### src/rtl/cdc_hs_pkg.sv
// Shared types for the four-phase req/ack clock-domain handshake (tx and rx sides).
// Ports: none. Provides the handshake FSM state encoding and the minimum synchroniser depth.
// Latency/backpressure: not applicable (types and constants only).
`timescale 1ns/1ps
package cdc_hs_pkg;

  typedef enum logic [1:0] {
    HS_IDLE    = 2'd0,
    HS_REQ     = 2'd1,
    HS_RELEASE = 2'd2
  } hs_state_e;

  // Fewer than two flops gives no meaningful metastability protection.
  localparam int SYNC_STAGES_MIN = 2;

endpackage

### src/rtl/cdc_sync_nff.sv
// N-flop single-bit synchroniser into the clk domain; async reset clears the whole chain to 0.
// Ports: clk, reset_n (async, active-low), i_async (unsynchronised bit), o_sync (synchronised bit).
// Latency: STAGES clk edges from i_async to o_sync; no backpressure.
`timescale 1ns/1ps
module cdc_sync_nff
  import cdc_hs_pkg::*;
#(
  parameter int STAGES = 2
) (
  input  logic clk,
  input  logic reset_n,
  input  logic i_async,
  output logic o_sync
);

  // Depths below the minimum are raised to it rather than silently building an unsafe chain.
  localparam int LP_STAGES = (STAGES < SYNC_STAGES_MIN) ? SYNC_STAGES_MIN : STAGES;

  logic [LP_STAGES-1:0] r_chain;

  always_ff @(posedge clk or negedge reset_n) begin
    if (!reset_n) begin
      r_chain <= '0;
    end else begin
      r_chain <= {r_chain[LP_STAGES-2:0], i_async};
    end
  end

  assign o_sync = r_chain[LP_STAGES-1];

endmodule

### src/rtl/cdc_handshake_tx.sv
// Source-domain side of a four-phase req/ack handshake carrying one DATA_W word to another clock.
// Ports: clk/reset_n; s_valid/s_ready/s_data upstream; xfer_req/xfer_data/xfer_ack_async to the
//   destination; busy, done pulse; err_clr/timeout_err (active only with macro CDC_HS_TIMEOUT_EN).
// Latency: req one edge after capture, round trip about 2*SYNC_STAGES+3 clks; s_ready low until the
//   previous handshake has fully returned to zero (no buffering).
`timescale 1ns/1ps
module cdc_handshake_tx
  import cdc_hs_pkg::*;
#(
  parameter int DATA_W         = 8,
  parameter int SYNC_STAGES    = 2,
  parameter int TIMEOUT_CYCLES = 1024
) (
  input  logic              clk,
  input  logic              reset_n,
  input  logic              s_valid,
  output logic              s_ready,
  input  logic [DATA_W-1:0] s_data,
  output logic              xfer_req,
  output logic [DATA_W-1:0] xfer_data,
  input  logic              xfer_ack_async,
  output logic              busy,
  output logic              done,
  input  logic              err_clr,
  output logic              timeout_err
);

  hs_state_e         r_state;
  hs_state_e         w_state_nxt;
  logic              r_xfer_req;
  logic              w_req_nxt;
  logic [DATA_W-1:0] r_xfer_data;
  logic              r_done;
  logic              w_done_nxt;
  logic              w_capture;
  logic              w_s_ready;
  logic              w_ack_s;
  logic              w_to_fire;   // timeout event this cycle
  logic              w_aborted;   // current transfer ended by timeout, so no done pulse

  cdc_sync_nff #(.STAGES(SYNC_STAGES)) u_ack_sync (
    .clk     (clk),
    .reset_n (reset_n),
    .i_async (xfer_ack_async),
    .o_sync  (w_ack_s)
  );

  // ---------------------------------------------------------------------------
  // Optional ack-wait timeout
  // ---------------------------------------------------------------------------
`ifdef CDC_HS_TIMEOUT_EN
  localparam int CNT_W = $clog2(TIMEOUT_CYCLES) + 1;

  logic [CNT_W-1:0] r_cnt;
  logic             r_timeout_err;
  logic             r_aborted;
  logic             w_cnt_hit;

  assign w_cnt_hit = (r_cnt == CNT_W'(TIMEOUT_CYCLES - 1));

  // REQ times out waiting for ack to rise; RELEASE times out waiting for it to fall.
  always_comb begin
    w_to_fire = 1'b0;
    if (w_cnt_hit) begin
      if (r_state == HS_REQ)     w_to_fire = !w_ack_s;
      if (r_state == HS_RELEASE) w_to_fire = w_ack_s;
    end
  end

  always_ff @(posedge clk or negedge reset_n) begin
    if (!reset_n) begin
      r_cnt         <= '0;
      r_timeout_err <= 1'b0;
      r_aborted     <= 1'b0;
    end else begin
      // Restart on any state change, while idle, and after a RELEASE timeout so it re-arms.
      if ((w_state_nxt != r_state) || (r_state == HS_IDLE) || w_to_fire) begin
        r_cnt <= '0;
      end else begin
        r_cnt <= r_cnt + 1'b1;
      end

      // A new timeout takes priority over a simultaneous clear.
      if (w_to_fire) begin
        r_timeout_err <= 1'b1;
      end else if (err_clr) begin
        r_timeout_err <= 1'b0;
      end

      if (w_capture) begin
        r_aborted <= 1'b0;
      end else if (w_to_fire && (r_state == HS_REQ)) begin
        r_aborted <= 1'b1;
      end
    end
  end

  assign w_aborted   = r_aborted;
  assign timeout_err = r_timeout_err;
`else
  logic w_unused_cfg;

  assign w_unused_cfg = err_clr ^ (TIMEOUT_CYCLES == 0);
  assign w_to_fire    = 1'b0;
  assign w_aborted    = 1'b0;
  assign timeout_err  = 1'b0;
`endif

  // ---------------------------------------------------------------------------
  // Handshake FSM
  // ---------------------------------------------------------------------------
  always_comb begin
    w_state_nxt = r_state;
    w_req_nxt   = r_xfer_req;
    w_done_nxt  = 1'b0;
    w_capture   = 1'b0;
    w_s_ready   = 1'b0;
    case (r_state)
      HS_IDLE: begin
        // A stale ack still high means the previous cycle has not returned to zero.
        w_s_ready = !w_ack_s;
        if (s_valid && w_s_ready) begin
          w_capture   = 1'b1;
          w_req_nxt   = 1'b1;
          w_state_nxt = HS_REQ;
        end
      end
      HS_REQ: begin
        if (w_ack_s || w_to_fire) begin
          w_req_nxt   = 1'b0;
          w_state_nxt = HS_RELEASE;
        end
      end
      HS_RELEASE: begin
        w_req_nxt = 1'b0;
        if (!w_ack_s) begin
          w_done_nxt  = !w_aborted;
          w_state_nxt = HS_IDLE;
        end
      end
      default: begin
        w_req_nxt   = 1'b0;
        w_state_nxt = HS_IDLE;
      end
    endcase
  end

  always_ff @(posedge clk or negedge reset_n) begin
    if (!reset_n) begin
      r_state     <= HS_IDLE;
      r_xfer_req  <= 1'b0;
      r_xfer_data <= '0;
      r_done      <= 1'b0;
    end else begin
      r_state    <= w_state_nxt;
      r_xfer_req <= w_req_nxt;
      r_done     <= w_done_nxt;
      if (w_capture) begin
        r_xfer_data <= s_data;
      end
    end
  end

  assign s_ready   = w_s_ready;
  assign xfer_req  = r_xfer_req;
  assign xfer_data = r_xfer_data;
  assign busy      = (r_state != HS_IDLE);
  assign done      = r_done;

endmodule

### config.mk
export PLATFORM = sky130hd
export DESIGN_NAME = cdc_handshake_tx
export DESIGN_NICKNAME = d
export VERILOG_FILES = /design/src/rtl/cdc_hs_pkg.sv /design/src/rtl/cdc_sync_nff.sv /design/src/rtl/cdc_handshake_tx.sv
export SDC_FILE = /design/constraint.sdc
export NUM_CORES = 1
export LEC_CHECK = 0
export ABC_AREA = 1
export BUFFER_PORTS_ARGS = -buffer_cell sky130_fd_sc_hd__buf_4
export CORE_MARGIN = 2
export CORE_UTILIZATION = 41
export CTS_BUF_LIST = sky130_fd_sc_hd__clkbuf_4
export DETAILED_ROUTE_END_ITERATION = 8
export PLACE_DENSITY = 0.73
export SYNTH_ARGS = -nofsm -noshare
export SYNTH_HDL_FRONTEND = slang
export SYNTH_SLANG_ARGS = --single-unit
### constraint.sdc
create_clock -name clk -period 0.9 [get_ports clk]
set_input_delay 0.09 -clock clk [delete_from_list [all_inputs] [get_ports clk]]
set_output_delay 0.09 -clock clk [all_outputs]
set_load 0.01 [all_outputs]
==> results of run 1 <==
==> routing by layer <==
metal  vias to the layer above  wire length [um]  global-route usage (%)  part of all wire [%]
met3                         2                63                    4.89                   4.4
met5                         -                 0                       0                     0
li1                        263                 -                       -                     -
met4                         0                12                    7.50                  0.84
met2                        12               804                    29.8                    56
met1                       264               545                    19.4                    38
==> power groups by stage <==
stage	sequential, mW	clock (mW)	combinational [mW]
floorplan	0.934	0	0.208
global route	0.909	0.417	1.08
finish	0.892	0.365	0.992
global placement	0.866	0	0.659
CTS	0.869	0.365	0.742
detailed placement	0.874	0	0.675
==> worst paths after layout <==
check                                       from                     to  slack (ns)  depth (start not counted)
max                                   r_state[0]                s_ready       -0.25                          4
min                                    s_data[7]           xfer_data[7]        0.04                          3
max reg2reg                u_ack_sync.r_chain[1]           xfer_data[5]       -0.25                          5
min reg2reg                u_ack_sync.r_chain[0]  u_ack_sync.r_chain[1]        0.36                          0
max in group asynchronous                reset_n                   done        0.54                          2
min in group asynchronous                reset_n           xfer_data[7]        0.19                          2
==> worst max-delay path, delay by kind of cell (launching register included) <==
family,cells,cell delay (ns)
buffers and inverters,2,0.17
flip-flops,1,0.41
AND/OR/NAND/NOR,2,0.20
==> final cells by class <==
| class | instances | area (um^2) | area share, % |
|---|---|---|---|
| Clock buffer | 3 | 22.5 | 2.20 |
| Clock inverter | 1 | 3.75 | 0.367 |
| Inverter | 4 | 15.0 | 1.47 |
| Multi-Input combinational cell | 38 | 251 | 24.6 |
| Sequential cell | 14 | 350 | 34.2 |
| Tap cell | 15 | 18.8 | 1.83 |
| Timing Repair Buffer | 39 | 362 | 35.3 |
==> synthesized netlist by cell type <==
cell type	n	area [um^2]
a21boi_0	1	7.51
a21oi_1	1	5.00
buf_4	1	7.51
conb_1	1	3.75
dfrtp_1	14	350
inv_1	4	15.0
nand2_1	20	75.1
nand2_4	1	11.3
nand3_1	8	40.0
nor2_1	2	7.51
nor2_4	2	22.5
o21ai_0	1	5.00
==> timing repair <==
action	4_1_cts	5_1_grt
hold endpoints to repair	15	0
pin swaps	3	7
setup buffers	2	4
resized for setup	7	26
gates cloned	0	1
hold buffers	2	0
setup endpoints to repair	15	23
==> cell families (layout without fill, tap and decap cells) <==
family / Yosys count / after routing / synth area share, %
flops: 14 / 14 / 63.6
other cells: 1 / 1 / 0.681
compound gates: 3 / 3 / 3.18
simple gates: 33 / 34 / 28.4
buf+inv: 5 / 47 / 4.09
==> flip-flops by register name, summed over array words and instances, names as in the netlist <==
signal / count
xfer_data: 8
r_state: 2
xfer_req: 1
done: 1
u_ack_sync.r_chain: 2
==> through the flow <==
| step | total power, mW | hold WS, ns | setup TNS, ns | std cells |
|---|---|---|---|---|
| 4_1_cts | 1.98 | 0.0393 | -1.49 | 110 |
| 6_report | 2.25 | 0.0368 | -2.49 | 114 |
| 3_3_place_gp | 1.53 | -0.0552 | -0.254 | 102 |
| 2_1_floorplan | 1.14 | -0.206 | -0.532 | 56 |
| 3_5_place_dp | 1.55 | -0.0518 | -0.446 | 102 |
| 5_1_grt | 2.41 | 0.0317 | -3.49 | 114 |
==> results.yml, run 1 <==
placed_design:
  place_hpwl_um: 888
  portBuffers: 23
  preCtsSetupSlack_ns: -0.0811
  routabilityCongestion: 0.710
  place_area_um2: 805
detailed_routing:
  wl_per_cell_um: 12.5
  drtIter0Drc: 5
  viasPerCell: 4.75
  first_pass_iters: 4
  vias: 541
  post-route-drc-count: 0
  totalWireLength_um: 1430
  final_antenna_net_count: 0
timing:
  finalMaxSlewViolations: 0
  skew_ns: 0.00388
  rsz0062_at_grt: "true"
  finalHoldViolations: 0
  fmax_mhz: 868
  min_period_ns: 1.15
  period_share_pct: 128
  timing.final.ws_setup_ns: -0.252
  setup_viol: 17
power:
  power.share.combinational_pct: 44.1
  ir_drop_mv: 1.29
  leakage_nw: 0.526
  p_int_mw: 1.50
  swShare_pct: 33.1
  pwr-share-seq_pct: 39.7
  power.share.clock_pct: 16.2
  power_switching_uw: 744
  power.density_nw_per_um2: 2200
layout:
  antenna_cells: 0
  drive_above_1_share_pct: 56.6
  fillCellCount: 81
  fin_nets: 113
  layout.cells.most_common: "buf_4"
  area_growth_pct: 85.9
  final_area_um2: 1020
  final_cell_mix: "buf_4, nand2_1, buf_6"
  utilization_pct: 79.6
cts:
  clkLatencyLatePin_ns: 0.28
  htreeDepth: 1
  cts_tree: "built"
  cts_sinks: 14
  clock-root-buffer: "clkbuf_4"
  clock_tree.buffer_depth: 2
  path_clk_slew_ns: 0.09
  cts_buffers: 3
floorplan:
  die_h_um: 40.6
  die_area_um2: 1650
  core_um2: 1280
  rows: 13
  die_w_um: 40.6
  start_util_pct: 42.8
  ios: 26
setup_path:
  endpoint_kind: "output port"
  critPathKind: "reg -> out"
  worstPathMaxFanout: 2
  critPathMaxStageDelay_ns: 0.41
  cp-start-kind: "flop"
  critPathArrivalTime_ns: 1.06
  cp_slowest_cell: "dfrtp_1"
  crit_chain: "nor2_4 -> inv_2 -> nor2_2 -> buf_4"
  cp.required_ns: 0.81
status:
  status: "finished with violations"
  violations: "setup timing"
grt:
  antenna_found_initial: 0
  grt_pass1_vias: 466
  grt_usage_pct: 17.2
  grt_max_degree: 15
  grt_pass1_wl_um: 1770
  overflow: 0
synth:
  ys_ff_latch: 14
  synth_cells: 56
  netlist-cell-type-count: 12
  ys_seq_area_share_pct: 63.6
  avgSynthCellArea_um2: 9.83
  synth_area_um2: 551
  ys_warn_count: 0
  synth_nets: 69
flow_run:
  maxCapViolCount: 0
hold_path:
  min_path_type: "in -> reg"
(Power assumes the default switching activity.)
==> inputs of run 2 (changes only) <==
CORE_ASPECT_RATIO = 1.1   (was not set)
CORE_UTILIZATION = 38   (was 41)
CTS_BUF_LIST = not set   (was sky130_fd_sc_hd__clkbuf_4)
CTS_CLUSTER_SIZE = 25   (was not set)
PLACE_DENSITY = 0.68   (was 0.73)
SLEW_MARGIN = 30   (was not set)
==> run 2 against run 1 <==
The flow still finishes with violations (setup timing). Count of clock-buffer cells in the layout up 1. Cell area grew 3.3%. Utilization is 2.3 points lower. Highest routed layer unchanged. Sequential share of layout area shrank 1.1 points. Worst hold slack improved by 0.0042 ns. Global-route usage up 2.6 points. Final cell count up 2.6%.
==> results.yml, run 2 (same netlist as run 1, synthesis figures left out) <==
status:
  status: "finished with violations"
  violations: "setup timing"
layout:
  layout.cells.most_common: "buf_4"
  fillCellCount: 76
  seq_area_um2: 350
  fin_nets: 115
  final_area_um2: 1060
  multi_input_area_um2: 250
  antenna_cells: 0
  drive_above_1_share_pct: 59.4
  final_cell_mix: "buf_4, nand2_1, dfrtp_1, buf_6"
  largest_register_ff_count: 8
  area_growth_pct: 92.0
placed_design:
  place_area_um2: 796
  routabilityCongestion: 0.716
  portBuffers: 23
  place_hpwl_um: 879
detailed_routing:
  first_pass_iters: 4
  post-route-drc-count: 0
  wl_per_cell_um: 14.4
  vias: 565
  totalWireLength_um: 1680
  final_antenna_net_count: 0
  drtIter0Drc: 20
  viasPerCell: 4.83
cts:
  cts_tree: "built"
  clkLatencyLatePin_ns: 0.27
  cts_sinks: 14
  cts_buffers: 3
  htreeDepth: 1
  clock_tree.buffer_depth: 2
  clock-root-buffer: "clkbuf_4"
  path_clk_slew_ns: 0.09
setup_path:
  critPathKind: "reg -> reg"
  critPathMaxStageDelay_ns: 0.41
  crit_chain: "buf_6 -> nor2_4 -> buf_6 -> nand3_1 -> nand2_1"
  crit_family: "flip-flops"
  crit_buf_inv: 2
  endpoint_kind: "flop"
  cp-start-kind: "flop"
  cp_slowest_cell: "dfrtp_1"
  cp_common_cell: "buf_6"
  critPathArrivalTime_ns: 1.39
  cp.required_ns: 1.12
  worstPathMaxFanout: 5
grt:
  overflow: 0
  antenna_found_initial: 0
  grt_usage_pct: 19.8
  grt_max_degree: 15
  grt_pass1_vias: 528
  grt_pass1_wl_um: 2290
timing:
  fmax_mhz: 850
  setup_viol: 17
  skew_ns: 0.00551
  finalMaxSlewViolations: 0
  fin_tns_setup_ns: -2.81
  min_period_ns: 1.18
  finalHoldViolations: 0
  rsz0062_at_grt: "true"
  period_share_pct: 131
  timing.final.ws_setup_ns: -0.276
floorplan:
  die_area_um2: 1770
  die_h_um: 43.9
  start_util_pct: 40.3
  rows: 14
  ios: 26
  core_um2: 1370
  die_w_um: 40.3
flow_run:
  maxCapViolCount: 0
hold_path:
  min_path_type: "in -> reg"
power:
  power.density_nw_per_um2: 2310
  leakage_nw: 0.544
  ir_drop_mv: 1.31
run 2: repair_timing:
item,in CTS,in global routing
buffers inserted,5,6
hold buffers,2,0
endpoints found under the setup margin,17,23
gates cloned,0,1
gates resized for setup,11,21
endpoints found under the hold margin,15,0
pin swaps,1,8
run 2: path summary, 6_finish.rpt:
kind / start / end / slack, ns / depth (start not counted)
max: u_ack_sync.r_chain[1] / xfer_data[5] / -0.28 / 5
min: s_data[7] / xfer_data[7] / 0.04 / 3
max reg2reg: u_ack_sync.r_chain[1] / xfer_data[5] / -0.28 / 5
min reg2reg: u_ack_sync.r_chain[0] / u_ack_sync.r_chain[1] / 0.36 / 0
max in group asynchronous: reset_n / done / 0.54 / 2
min in group asynchronous: reset_n / xfer_data[1] / 0.19 / 2
run 2: through the flow:
| stage | hold slack, ns | power [mW] | setup WS [ns] | cells | utilization (%) |
|---|---|---|---|---|---|
| finish | 0.0410 | 2.44 | -0.276 | 117 | 77.4 |
| floorplan | -0.206 | 1.14 | -0.0606 | 56 | - |
| CTS | 0.0473 | 2.15 | -0.244 | 111 | 67.8 |
| global placement | -0.0542 | 1.53 | -0.0810 | 100 | 58.2 |
| detailed placement | -0.0558 | 1.55 | -0.106 | 100 | 58.2 |
| global route | 0.0397 | 2.56 | -0.327 | 117 | 77.4 |
run 2: layout make-up:
class                      instances  share of cell area [%]
timing repair buffer              41                    36.4
sequential                        14                    33.1
inverter                           4                    1.42
clock buffer                       4                    3.43
multi-input combinational         38                    23.7
tap                               16                    1.89
run 2: worst register-to-register path: cells and delay by family, from the launching register on:
kind                   cells  cell delay (ns)
and+or+nand+nor            3             0.41
DFF                        1             0.41
buffers and inverters      2             0.31
run 2: metal layers:
layer	GRT usage [%]	wire length (um)	share of wire, %
met1	22.9	600	36
met2	33.2	971	58
met3	5.64	85	5.0
met4	8.00	27	1.6
met5	0	0	0
run 2: where the power goes:
part           leakage [nW]  total, mW  switching, mW  internal, mW
sequential            0.175      0.897          0.123         0.774
clock                0.0210      0.453          0.207         0.246
combinational         0.349       1.09          0.455         0.636
total                 0.544       2.44          0.785          1.66
==> inputs of run 3 (changes only) <==
MAX_ROUTING_LAYER = met4   (was not set)
SKIP_LAST_GASP = 1   (was not set)
==> run 3 against run 2 <==
The flow still finishes with violations (setup timing). Worst hold slack gained 0.0019 ns. Power down 0.85%. Sequential cell count is the same. Global-route usage rose by 0.16 points. Clock power shrank 3%. Clock skew fell by 0.0022 ns. Sequential share of layout area grew 0.56 points.
==> results.yml, run 3 (same netlist as run 1, synthesis figures left out) <==
detailed_routing:
  drtIter0Drc: 7
  totalWireLength_um: 1580
  post-route-drc-count: 0
  first_pass_iters: 4
  vias: 546
  final_antenna_net_count: 0
  wl_per_cell_um: 13.4
  viasPerCell: 4.63
floorplan:
  start_util_pct: 40.3
  die_area_um2: 1770
  rows: 14
  core_um2: 1370
  die_w_um: 40.3
  ios: 26
  die_h_um: 43.9
placed_design:
  dp.cells: 100
  portBuffers: 23
  routabilityCongestion: 0.725
  place_area_um2: 796
  preCtsSetupSlack_ns: -0.106
  place_hpwl_um: 879
hold_path:
  min_path_type: "in -> reg"
  holdPathStages: 3
flow_run:
  maxCapViolCount: 0
grt:
  grt_usage_pct: 19.9
  grt_pass1_wl_um: 2240
  antenna_found_initial: 0
  overflow: 0
  grt_pass1_vias: 520
  grt_max_degree: 15
timing:
  finalHoldViolations: 0
  finalMaxSlewViolations: 0
  fmax_mhz: 852
  fin_tns_setup_ns: -2.70
  min_period_ns: 1.17
  timing.final.ws_setup_ns: -0.273
  setup_viol: 14
  rsz0062_at_grt: "true"
  skew_ns: 0.00327
  period_share_pct: 130
layout:
  layout.cells.most_common: "buf_4"
  fin_nets: 116
  drive_above_1_share_pct: 55.9
  final_cell_mix: "buf_4, nand2_1, dfrtp_1"
  antenna_cells: 0
  final_area_um2: 1040
  area_growth_pct: 88.9
  fillCellCount: 80
  post_layout_nonfiller_instances: 118
  largest_register_ff_count: 8
cts:
  cts_tree: "built"
  clkLatencyLatePin_ns: 0.27
  clock_tree.buffer_depth: 2
  clock-root-buffer: "clkbuf_4"
  htreeDepth: 1
  cts_buffers: 3
  cts_sinks: 14
  path_clk_slew_ns: 0.09
setup_path:
  cp.required_ns: 1.12
  worstPathMaxFanout: 5
  critPathArrivalTime_ns: 1.39
  endpoint_kind: "flop"
  critPathKind: "reg -> reg"
  cp-start-kind: "flop"
  ff2ff_path_depth: 5
power:
  power.density_nw_per_um2: 2330
  ir_drop_mv: 1.29
  leakage_nw: 0.545
status:
  violations: "setup timing"
  status: "finished with violations"
[run 3: cell types whose count changed in the layout (fill, tap and decap cells not counted), sizes merged]
cell / before / now
buf: 39 / 40
[run 3: path summary, 6_finish.rpt]
check	endpoint	slack (ns)	start
setup / recovery	xfer_data[7]	-0.27	u_ack_sync.r_chain[1]
hold / removal	xfer_data[6]	0.04	s_data[6]
setup reg to reg	xfer_data[7]	-0.27	u_ack_sync.r_chain[1]
hold reg to reg	u_ack_sync.r_chain[1]	0.36	u_ack_sync.r_chain[0]
max in group asynchronous	r_state[0]	0.54	reset_n
min in group asynchronous	xfer_data[2]	0.19	reset_n
[run 3: layer usage]
metal | GRT usage (%) | routed length (um) | share of wire (%) | vias to the layer above
met3 | 5.64 | 64 | 4.0 | 0
met2 | 32.3 | 945 | 60 | 14
li1 | - | - | - | 270
met5 | - | 0 | 0 | -
met1 | 22.5 | 573 | 36 | 262
met4 | 8.00 | 0 | 0 | 0
[run 3: power by group]
group	internal [mW]	switching, mW
clock	0.246	0.195
combinational	0.644	0.441
sequential	0.775	0.120
total	1.66	0.757
[run 3: metrics by stage]
| stage | hold slack (ns) | total power, mW | util (%) |
|---|---|---|---|
| 3_3_place_gp | -0.0542 | 1.53 | 58.2 |
| 2_1_floorplan | -0.206 | 1.14 | - |
| 5_1_grt | 0.0352 | 2.56 | 76.1 |
| 4_1_cts | 0.0473 | 2.14 | 67.5 |
| 3_5_place_dp | -0.0558 | 1.55 | 58.2 |
| 6_report | 0.0429 | 2.42 | 76.1 |
[run 3: worst max-delay path, cell delays in order (launching register included)]
cell and delay, ns:
dfrtp_1 0.39, buf_4 0.14, nor2_4 0.26, buf_6 0.17
nand3_1 0.08, nand2_1 0.08
[run 3: final cells by class]
class | instances | area [um^2] | share of cell area (%)
sequential | 14 | 350 | 33.7
timing repair buffer | 42 | 385 | 37.1
clock buffer | 4 | 36.3 | 3.49
inverter | 4 | 15.0 | 1.44
multi-input combinational | 38 | 233 | 22.4
tap | 16 | 20.0 | 1.93
[run 3: what timing repair did]
action | 4_1_cts | 5_1_grt
resized for setup | 10 | 16
hold buffers | 2 | 0
endpoints found under the setup margin | 17 | 23
hold endpoints to repair | 15 | 0
cloned | 0 | 1
buffers inserted | 5 | 7
pin swaps | 1 | 7
